--- src/rtl/rsa_job_sequencer.sv ---
// rtl/rsa_job_sequencer.sv - buffers RSA jobs, issues them one at a time to the host, returns tagged results
//
// Ports:
//   clk, rst                                  clock, asynchronous active-high reset
//   job_valid/job_ready, job_message,
//   job_modulus, job_exponent                 job intake into the FIFO
//   rsa_message, rsa_modulus, rsa_exponent    operands to the host (held until the next pop)
//   rsa_start                                 one-cycle start pulse to the host
//   rsa_result, rsa_done                      host result and completion pulse
//   res_valid/res_ready, res_data,
//   res_tag, res_status                       result return (status 00 ok, 01 timeout, 10 bad modulus)
module rsa_job_sequencer #(
    parameter int MOD_W          = 16,
    parameter int EXP_W          = 4,
    parameter int FIFO_DEPTH     = 4,
    parameter int TIMEOUT_CYCLES = 64
) (
    input  logic             clk,
    input  logic             rst,
    input  logic             job_valid,
    output logic             job_ready,
    input  logic [MOD_W-1:0] job_message,
    input  logic [MOD_W-1:0] job_modulus,
    input  logic [EXP_W-1:0] job_exponent,
    output logic [MOD_W-1:0] rsa_message,
    output logic [MOD_W-1:0] rsa_modulus,
    output logic [EXP_W-1:0] rsa_exponent,
    output logic             rsa_start,
    input  logic [MOD_W-1:0] rsa_result,
    input  logic             rsa_done,
    output logic             res_valid,
    input  logic             res_ready,
    output logic [MOD_W-1:0] res_data,
    output logic [7:0]       res_tag,
    output logic [1:0]       res_status
);
    localparam int AW = $clog2(FIFO_DEPTH);
    localparam int PW = AW + 1;
    localparam int TW = $clog2(TIMEOUT_CYCLES);
    localparam logic [TW-1:0] T_LAST = TW'(TIMEOUT_CYCLES - 1);

    typedef enum logic [1:0] {IDLE, ISSUE, WAIT, HOLD} state_t;

    state_t           state;
    logic [MOD_W-1:0] mem_msg [FIFO_DEPTH];
    logic [MOD_W-1:0] mem_mod [FIFO_DEPTH];
    logic [EXP_W-1:0] mem_exp [FIFO_DEPTH];
    logic [7:0]       mem_tag [FIFO_DEPTH];
    logic [PW-1:0]    wr_ptr;
    logic [PW-1:0]    rd_ptr;
    logic [7:0]       tag_cnt;
    logic [TW-1:0]    timer;
    logic             empty;
    logic             full;
    logic             push;
    logic             pop;
    logic [AW-1:0]    rd_idx;

    // MSB of each pointer is the wrap bit: equal indices with differing wrap bits means full.
    assign empty     = (wr_ptr == rd_ptr);
    assign full      = (wr_ptr[AW] != rd_ptr[AW]) && (wr_ptr[AW-1:0] == rd_ptr[AW-1:0]);
    assign job_ready = !full;
    assign push      = job_valid && !full;
    assign pop       = (state == IDLE) && !empty;
    assign rd_idx    = rd_ptr[AW-1:0];

    always_ff @(posedge clk) begin
        if (push) begin
            mem_msg[wr_ptr[AW-1:0]] <= job_message;
            mem_mod[wr_ptr[AW-1:0]] <= job_modulus;
            mem_exp[wr_ptr[AW-1:0]] <= job_exponent;
            mem_tag[wr_ptr[AW-1:0]] <= tag_cnt;
        end
    end

    always_ff @(posedge clk or posedge rst) begin
        if (rst) begin
            wr_ptr  <= '0;
            rd_ptr  <= '0;
            tag_cnt <= '0;
        end else begin
            if (push) begin
                wr_ptr  <= wr_ptr + PW'(1);
                tag_cnt <= tag_cnt + 8'd1;
            end
            if (pop) begin
                rd_ptr <= rd_ptr + PW'(1);
            end
        end
    end

    always_ff @(posedge clk or posedge rst) begin
        if (rst) begin
            state        <= IDLE;
            timer        <= '0;
            rsa_message  <= '0;
            rsa_modulus  <= '0;
            rsa_exponent <= '0;
            rsa_start    <= 1'b0;
            res_valid    <= 1'b0;
            res_data     <= '0;
            res_tag      <= '0;
            res_status   <= 2'b00;
        end else begin
            case (state)
                IDLE: begin
                    if (!empty) begin
                        rsa_message  <= mem_msg[rd_idx];
                        rsa_modulus  <= mem_mod[rd_idx];
                        rsa_exponent <= mem_exp[rd_idx];
                        res_tag      <= mem_tag[rd_idx];
                        // A modulus below 2 never reaches the host; ISSUE diverts it to HOLD.
                        rsa_start    <= (mem_mod[rd_idx] >= MOD_W'(2));
                        state        <= ISSUE;
                    end
                end
                ISSUE: begin
                    rsa_start <= 1'b0;
                    timer     <= '0;
                    if (rsa_modulus < MOD_W'(2)) begin
                        res_data   <= '0;
                        res_status <= 2'b10;
                        res_valid  <= 1'b1;
                        state      <= HOLD;
                    end else begin
                        state <= WAIT;
                    end
                end
                WAIT: begin
                    timer <= timer + TW'(1);
                    // Completion takes priority over a timeout landing on the same cycle.
                    if (rsa_done) begin
                        res_data   <= rsa_result;
                        res_status <= 2'b00;
                        res_valid  <= 1'b1;
                        state      <= HOLD;
                    end else if (timer == T_LAST) begin
                        res_data   <= '0;
                        res_status <= 2'b01;
                        res_valid  <= 1'b1;
                        state      <= HOLD;
                    end
                end
                HOLD: begin
                    if (res_ready) begin
                        res_valid <= 1'b0;
                        state     <= IDLE;
                    end
                end
                default: state <= IDLE;
            endcase
        end
    end
endmodule

--- config.mk ---
export PLATFORM = sky130hd
export DESIGN_NAME = rsa_job_sequencer
export DESIGN_NICKNAME = d
export VERILOG_FILES = /design/src/rtl/rsa_job_sequencer.sv
export SDC_FILE = /design/constraint.sdc
export NUM_CORES = 1
export LEC_CHECK = 0
export BUFFER_PORTS_ARGS = -buffer_cell sky130_fd_sc_hd__buf_2
export CAP_MARGIN = 5
export CORE_ASPECT_RATIO = 1.2
export CORE_MARGIN = 3
export CORE_UTILIZATION = 29
export DETAILED_ROUTE_END_ITERATION = 10
export PLACE_DENSITY = 0.41
export SLEW_MARGIN = 20
export SYNTH_ARGS = -nofsm -noshare
export SYNTH_HDL_FRONTEND = slang
export SYNTH_SLANG_ARGS = --single-unit
--- constraint.sdc ---
create_clock -name clk -period 4.98 [get_ports clk]
set_clock_uncertainty 0.1 [all_clocks]
set_input_delay 0.996 -clock clk [delete_from_list [all_inputs] [get_ports clk]]
set_output_delay 0.996 -clock clk [all_outputs]
set_load 0.01 [all_outputs]
==> results.yml, run 1 <==
clock_network:
  cts_tree: "built"
  cts-buffers-inserted: 28
  ctsHoldBuffers: 0
  cts_root_buf: "clkbuf_16"
  htreeDepth: 1
  cts.sinks: 262
  cts_resized: 0
  clk_pin_slew_ns: 0.06
  clk_path_buf_depth: 3
  clock_latency_ns: 0.55
  cts_setup_buffers: 0
yosys:
  synth_ff_type: "edfxtp_1"
  synth.top_cell.area_share_pct: 51.75
  ys_seq_area_share_pct: 72.82
  synthDistinctLibCells: 42
  synth_top_family_by_area: "multiplexers"
  synth_nets: 589
  synth_top_cell_by_area: "edfxtp_1"
  synth_area_leaders: "edfxtp_1 52%, dfrtp_1 21%, mux4_2 9.7%"
  yosysWarnings: 0
  synth_edf_count: 176
  netlist_instances: 520
  synth_xor_area_share_pct: 1.544
  synth_compound_area_share_pct: 1.776
  syn_avg_cell_area_um2: 19.64
  synth-seq-cells: 262
  synth-async-reset-ratio_pct: 32.82
  netlist_top_cells_count: "176 x edfxtp_1, 86 x dfrtp_1, 54 x mux2_2"
  synth.most_common_cell: "edfxtp_1"
  muxShareOfSynthArea_pct: 16.98
  synth-adder-area-share_pct: 1.470
  syn_area_um2: 10210
  synth-simple-area-share_pct: 3.700
worst_hold_path:
  hold_path_end: "res_valid$_DFFE_PP0P_"
  hp-start: "res_valid$_DFFE_PP0P_"
  min_path_type: "register to register"
  hold-path-cell-count: 1
worst_setup_path:
  ff2ff_path_depth: 4
  cp.arrival_ns: 2.44
  critPathRequiredTime_ns: 3.88
  cp_top_family: "buffers and inverters"
  crit_chain: "buf_4, xnor2_1, nand3_1, buf_2"
  crit_start: "rd_ptr[0]$_DFFE_PP0P_"
  reg2reg_from: "rd_ptr[0]$_DFFE_PP0P_"
  crit_path_max_fanout: 33
  max_stage_delay_ns: 0.65
  crit_slowest_cell: "dfrtp_4"
  crit_path_end_kind: "output port"
  reg2reg_to: "mem_mod[0][12]$_DFFE_PP_"
  worstSetupPathType: "register to output port"
  rrSetupSlack_ns: 1.84
  cp-start-kind: "register"
  path_buf_inv: 2
finish:
  drive_gt1_share_pct: 43.26
  synthToLayoutAreaGrowth_pct: 20.72
  design_area_um2: 12330
  antenna_cells: 0
  fin_nets: 729
  nFillCells: 3248
sta:
  drv_slew: 0
  finalSetupViolations: 0
  rsz0062_at_grt: "no"
  finalCritPeriodShare_pct: 70.92
  fin_tns_setup_ns: 0
  tightest_slew_ns: 1.012
  slew_headroom_pct: 32.29
  finalHoldViolCount: 0
  fmax_mhz: 283.1
  layout_min_cycle_time_ns: 3.532
drt:
  wl_mm: 21.87
  avgViaCountPerCell: 4.489
  drc: 0
  drtPass1Iterations: 4
  wl_per_cell_um: 19.22
  vias: 5108
  drt_iter0_markers: 278
  drtAntennaViolNets: 0
placement:
  gp_congestion: 0.7148
  dp_hpwl_mm: 13.85
  port_buffers: 121
  placed_cell_area_um2: 11380
die:
  coreArea_um2: 34350
  ioPinCount: 122
  start_util_pct: 29.73
  die_y_um: 211.6
  num_rows: 74
  fp.dieW_um: 177.3
  dieArea_um2: 37520
global_route:
  grt_usage_pct: 11.88
  grt_max_degree: 48
  grt_pass1_wl_mm: 34.01
  first_global_vias: 5645
  grt_remaining_overflow: 0
  antenna_found_initial: 3
job:
  max_cap_violations: 0
power_and_ir_drop:
  peakVddDrop_uv: 212.6
  powerDensity_nw_per_um2: 653.4
  p_leak_nw: 4.701
status:
  run_status: "finished, final reports clean"
-- sequential cells by signal, indices dropped and copies added, names as in the netlist --
| name | cells |
|---|---|
| tag_cnt | 8 |
| mem_tag | 32 |
| state | 2 |
| res_valid | 1 |
| mem_msg | 64 |
| rsa_message | 16 |
| mem_exp | 16 |
| res_data | 16 |
| rd_ptr | 3 |
| wr_ptr | 3 |
| mem_mod | 64 |
| rsa_exponent | 4 |
| res_tag | 8 |
| timer | 6 |
| res_status | 2 |
| rsa_start | 1 |
| rsa_modulus | 16 |
-- worst register-to-register path, stage by stage, from the launching register on --
cell	delay, ns
dfrtp_4	0.63
xor2_1	0.35
o31a_1	0.52
and2_2	0.76
buf_4	0.45
-- final cells by class --
type / count / area [um2] / share of cell area, %
flip-flops and latches: 262 / 7442 / 60.36
multi-input cells: 223 / 2620 / 21.25
clock buffers: 38 / 789.5 / 6.404
repair buffers: 132 / 704.4 / 5.713
well taps: 456 / 570.5 / 4.628
clock inverters: 14 / 151.4 / 1.228
inverters: 13 / 51.30 / 0.4161
-- logic make-up after synthesis --
group | after synthesis
AND/OR/NAND/NOR | 61
buffers and inverters | 35
XOR/XNOR | 18
AO/OA/AOI/OAI | 25
flip-flops | 262
multiplexers | 107
adder cells (fa/ha/maj) | 12
-- per-layer routing --
layer  wire length [um]  GRT usage [%]
met1               9180          15.10
met3               1281          2.745
met4                410          3.332
met2              10970          20.40
met5                 34              0
-- where the power goes --
group          switching, mW  internal (mW)
Clock                  0.832           1.26
Combinational           1.32           1.23
Sequential             0.349           3.07
-- worst max-delay path by stage --
stage / end / cells past startpoint
after global routing: job_ready / 4
after detailed placement: mem_mod[0][1]$_DFFE_PP_ / 4
final: job_ready / 4
after CTS: job_ready / 4
after floorplan: rd_ptr[0]$_DFFE_PP0P_ / 1
after global placement: mem_mod[0][15]$_DFFE_PP_ / 4
-- cells in the final DEF, fill, tap and decap left out, drive strengths merged, types with 3 or more instances in the layout --
| cell type | netlist | routed |
|---|---|---|
| o21ai | 9 | 9 |
| dfrtp | 86 | 86 |
| mux4 | 44 | 44 |
| clkinv | 0 | 9 |
| mux2 | 63 | 63 |
| ha | 12 | 12 |
| clkbuf | 7 | 38 |
| buf | 15 | 132 |
| edfxtp | 176 | 176 |
| nand2 | 6 | 6 |
| nor2 | 5 | 5 |
| inv | 13 | 14 |
| bufinv | 0 | 3 |
| nand3 | 6 | 6 |
| xor2 | 7 | 7 |
| a21oi | 3 | 3 |
| xnor2 | 11 | 11 |
| and3 | 18 | 18 |
| and2 | 4 | 4 |
| nor3 | 3 | 3 |
| nor4 | 6 | 6 |
| nand4 | 9 | 9 |
-- stage by stage --
stage / instances / hold WS, ns / total power [mW] / setup slack [ns] / utilization (%)
floorplan: 520 / 0.3782 / 5.185 / 1.662 / -
global placement: 1085 / 0.3720 / 6.043 / 1.719 / 33.12
detailed placement: 1085 / 0.3758 / 6.097 / 1.680 / 33.12
CTS: 1137 / 0.3921 / 8.253 / 1.320 / 35.86
global route: 1138 / 0.4156 / 8.576 / 1.205 / 35.89
finish: 1138 / 0.3851 / 8.056 / 1.448 / 35.89
Power figures use the tool's default switching activity.
==> run 2, diff against run 1 <==
- ABC_AREA: default -> 1
- clock period: 4.98 -> 3.6 ns (I/O delays scaled with it)
==> results.yml, run 2 <==
drt:
  drtAntennaViolNets: 0
  dr_wl_met2_mm: 12.29
  vias: 6760
  wl_met3_mm: 1.204
  drtPass1Iterations: 4
  wl_mm: 25.76
  drc: 0
  avgViaCountPerCell: 4.522
  drt_iter0_markers: 358
  met1_length_mm: 11.74
  wl_per_cell_um: 17.23
  top_layer: "met5"
worst_setup_path:
  crit_path_max_fanout: 49
  cp_top_family: "flip-flops"
  crit_path_end_kind: "output port"
  cp-start-kind: "register"
  worstSetupPathType: "register to output port"
  crit_slowest_cell: "dfrtp_4"
  cp.arrival_ns: 1.84
  crit_chain: "xnor2_4, nand3b_4, buf_2"
  path_buf_inv: 1
  critPathRequiredTime_ns: 2.78
  max_stage_delay_ns: 0.71
yosys:
  netlist_instances: 885
  netlist_top_cells_count: "214 x nand2_1, 176 x edfxtp_1, 86 x dfrtp_1"
  syn_area_um2: 10580
  synth_ff_type: "edfxtp_1"
  synth_nets: 954
  synth.top_cell.area_share_pct: 49.96
  synth_top_family_by_area: "simple AND/OR/NAND/NOR gates"
  syn_avg_cell_area_um2: 11.95
  synth_top_cell_by_area: "edfxtp_1"
  synth_edf_count: 176
  synth-seq-cells: 262
  synth_compound_area_share_pct: 7.297
  yosysWarnings: 0
  muxShareOfSynthArea_pct: 0
  synth-adder-area-share_pct: 1.419
  synth_area_leaders: "edfxtp_1 50%, dfrtp_1 20%, nand2_1 7.6%"
  synth-simple-area-share_pct: 15.91
  synth-async-reset-ratio_pct: 32.82
  synth_xor_area_share_pct: 1.750
  ys_seq_area_share_pct: 70.30
  synthDistinctLibCells: 37
  synth.most_common_cell: "nand2_1"
sta:
  finalCritPeriodShare_pct: 73.78
  fin_ws_ns: 0.9439
  layout_min_cycle_time_ns: 2.656
  hold_ws_ns: 0.2349
  finalSetupViolations: 0
  fmax_mhz: 376.5
  finalHoldViolCount: 0
  drv_slew: 0
  fin_tns_setup_ns: 0
  tightest_slew_ns: 0.9333
  slew_headroom_pct: 37.78
  rsz0062_at_grt: "no"
finish:
  drive_gt1_share_pct: 23.08
  final_cell_mix: "214 x nand2_1, 176 x edfxtp_1, 121 x buf_2"
  mostFrequentLayoutCell: "nand2_1"
  antenna_cells: 0
  synthToLayoutAreaGrowth_pct: 20.38
  fin_nets: 1074
clock_network:
  ctsHoldBuffers: 0
  clock_latency_ns: 0.55
  clk_path_buf_depth: 3
  cts_setup_buffers: 0
  cts-buffers-inserted: 29
  htreeDepth: 1
  cts_root_buf: "clkbuf_16"
  cts_tree: "built"
  clk_pin_slew_ns: 0.06
  cts.sinks: 262
  cts_resized: 0
power_and_ir_drop:
  p_total_mw: 12.15
  peakVddDrop_uv: 432.0
  powerDensity_nw_per_um2: 954.3
  p_leak_nw: 5.150
die:
  fp.dieW_um: 180.4
  dieArea_um2: 38820
  die_y_um: 215.2
  coreArea_um2: 35940
  num_rows: 76
  ioPinCount: 122
  start_util_pct: 29.43
global_route:
  grt_remaining_overflow: 0
  antenna_found_initial: 2
  grt_usage_pct: 13.13
  grt_max_degree: 90
  first_global_vias: 6936
  grt_pass1_wl_mm: 40.54
status:
  run_status: "finished, final reports clean"
job:
  max_cap_violations: 0
placement:
  port_buffers: 121
  dp_slack_ns: 1.152
  dp_hpwl_mm: 15.15
  gp_congestion: 0.6873
worst_hold_path:
  min_path_type: "primary input to async pin"
run 2: changes by cell type after synthesis, moves of 17 or more:
cell	change
nand2_1	+208
nor2_1	+78
nand3_1	+60
o21ai_0	+56
mux2_2	-54
mux4_2	-44
o22ai_1	+28
and3_1	-18
o21ai_2	+18
o21ai_1	+17
run 2: layout make-up:
type,instances,area (um2)
inverter,24,95.09
tap,468,585.6
fill,3614,23210
timing repair buffer,134,728.2
clock buffer,37,795.8
clock inverter,16,267.8
multi-input combinational,554,2820
sequential,262,7442
run 2: stage by stage:
stage / area (um2) / instances / utilization (%)
global route: 12730 / 1495 / 35.43
detailed placement: 11670 / 1442 / 32.47
finish: 12730 / 1495 / 35.43
global placement: 11670 / 1442 / 32.47
CTS: 12730 / 1495 / 35.43
floorplan: 10580 / 885 / -
run 2: cells by family after synthesis:
group | Yosys count
simple gates | 393
flops | 262
fa+ha+maj | 12
buf+inv | 69
compound gates | 133
xor+xnor | 16
run 2: final timing paths:
kind	from	end	slack, ns	cells after the start
worst max register to register	rd_ptr[0]$_DFFE_PP0P_	rsa_start$_DFFE_PP0P_	1.20	9
worst max-delay path	rd_ptr[0]$_DFFE_PP0P_	job_ready	0.94	3
worst min register to register	rsa_exponent[2]$_DFFE_PP0P_	rsa_exponent[2]$_DFFE_PP0P_	0.38	2
max in group asynchronous	rst	rsa_modulus[10]$_DFFE_PP0P_	2.50	3
min in group clk	job_message[15]	mem_msg[2][15]$_DFFE_PP_	0.28	1
worst min-delay path	rst	timer[0]$_DFFE_PP0N_	0.23	2
run 2: metal layers:
metal | vias to the layer above | track usage [%]
li1 | 3293 | -
met1 | 3291 | 17.28
met2 | 139 | 22.29
met3 | 33 | 2.539
met4 | 4 | 3.481
met5 | - | 0
run 2: power by group:
group	switching, mW	total (mW)	internal (mW)	leakage (nW)
Clock	1.21	3.27	2.06	0.506
Combinational	2.73	4.06	1.33	1.94
Sequential	0.577	4.82	4.24	2.70
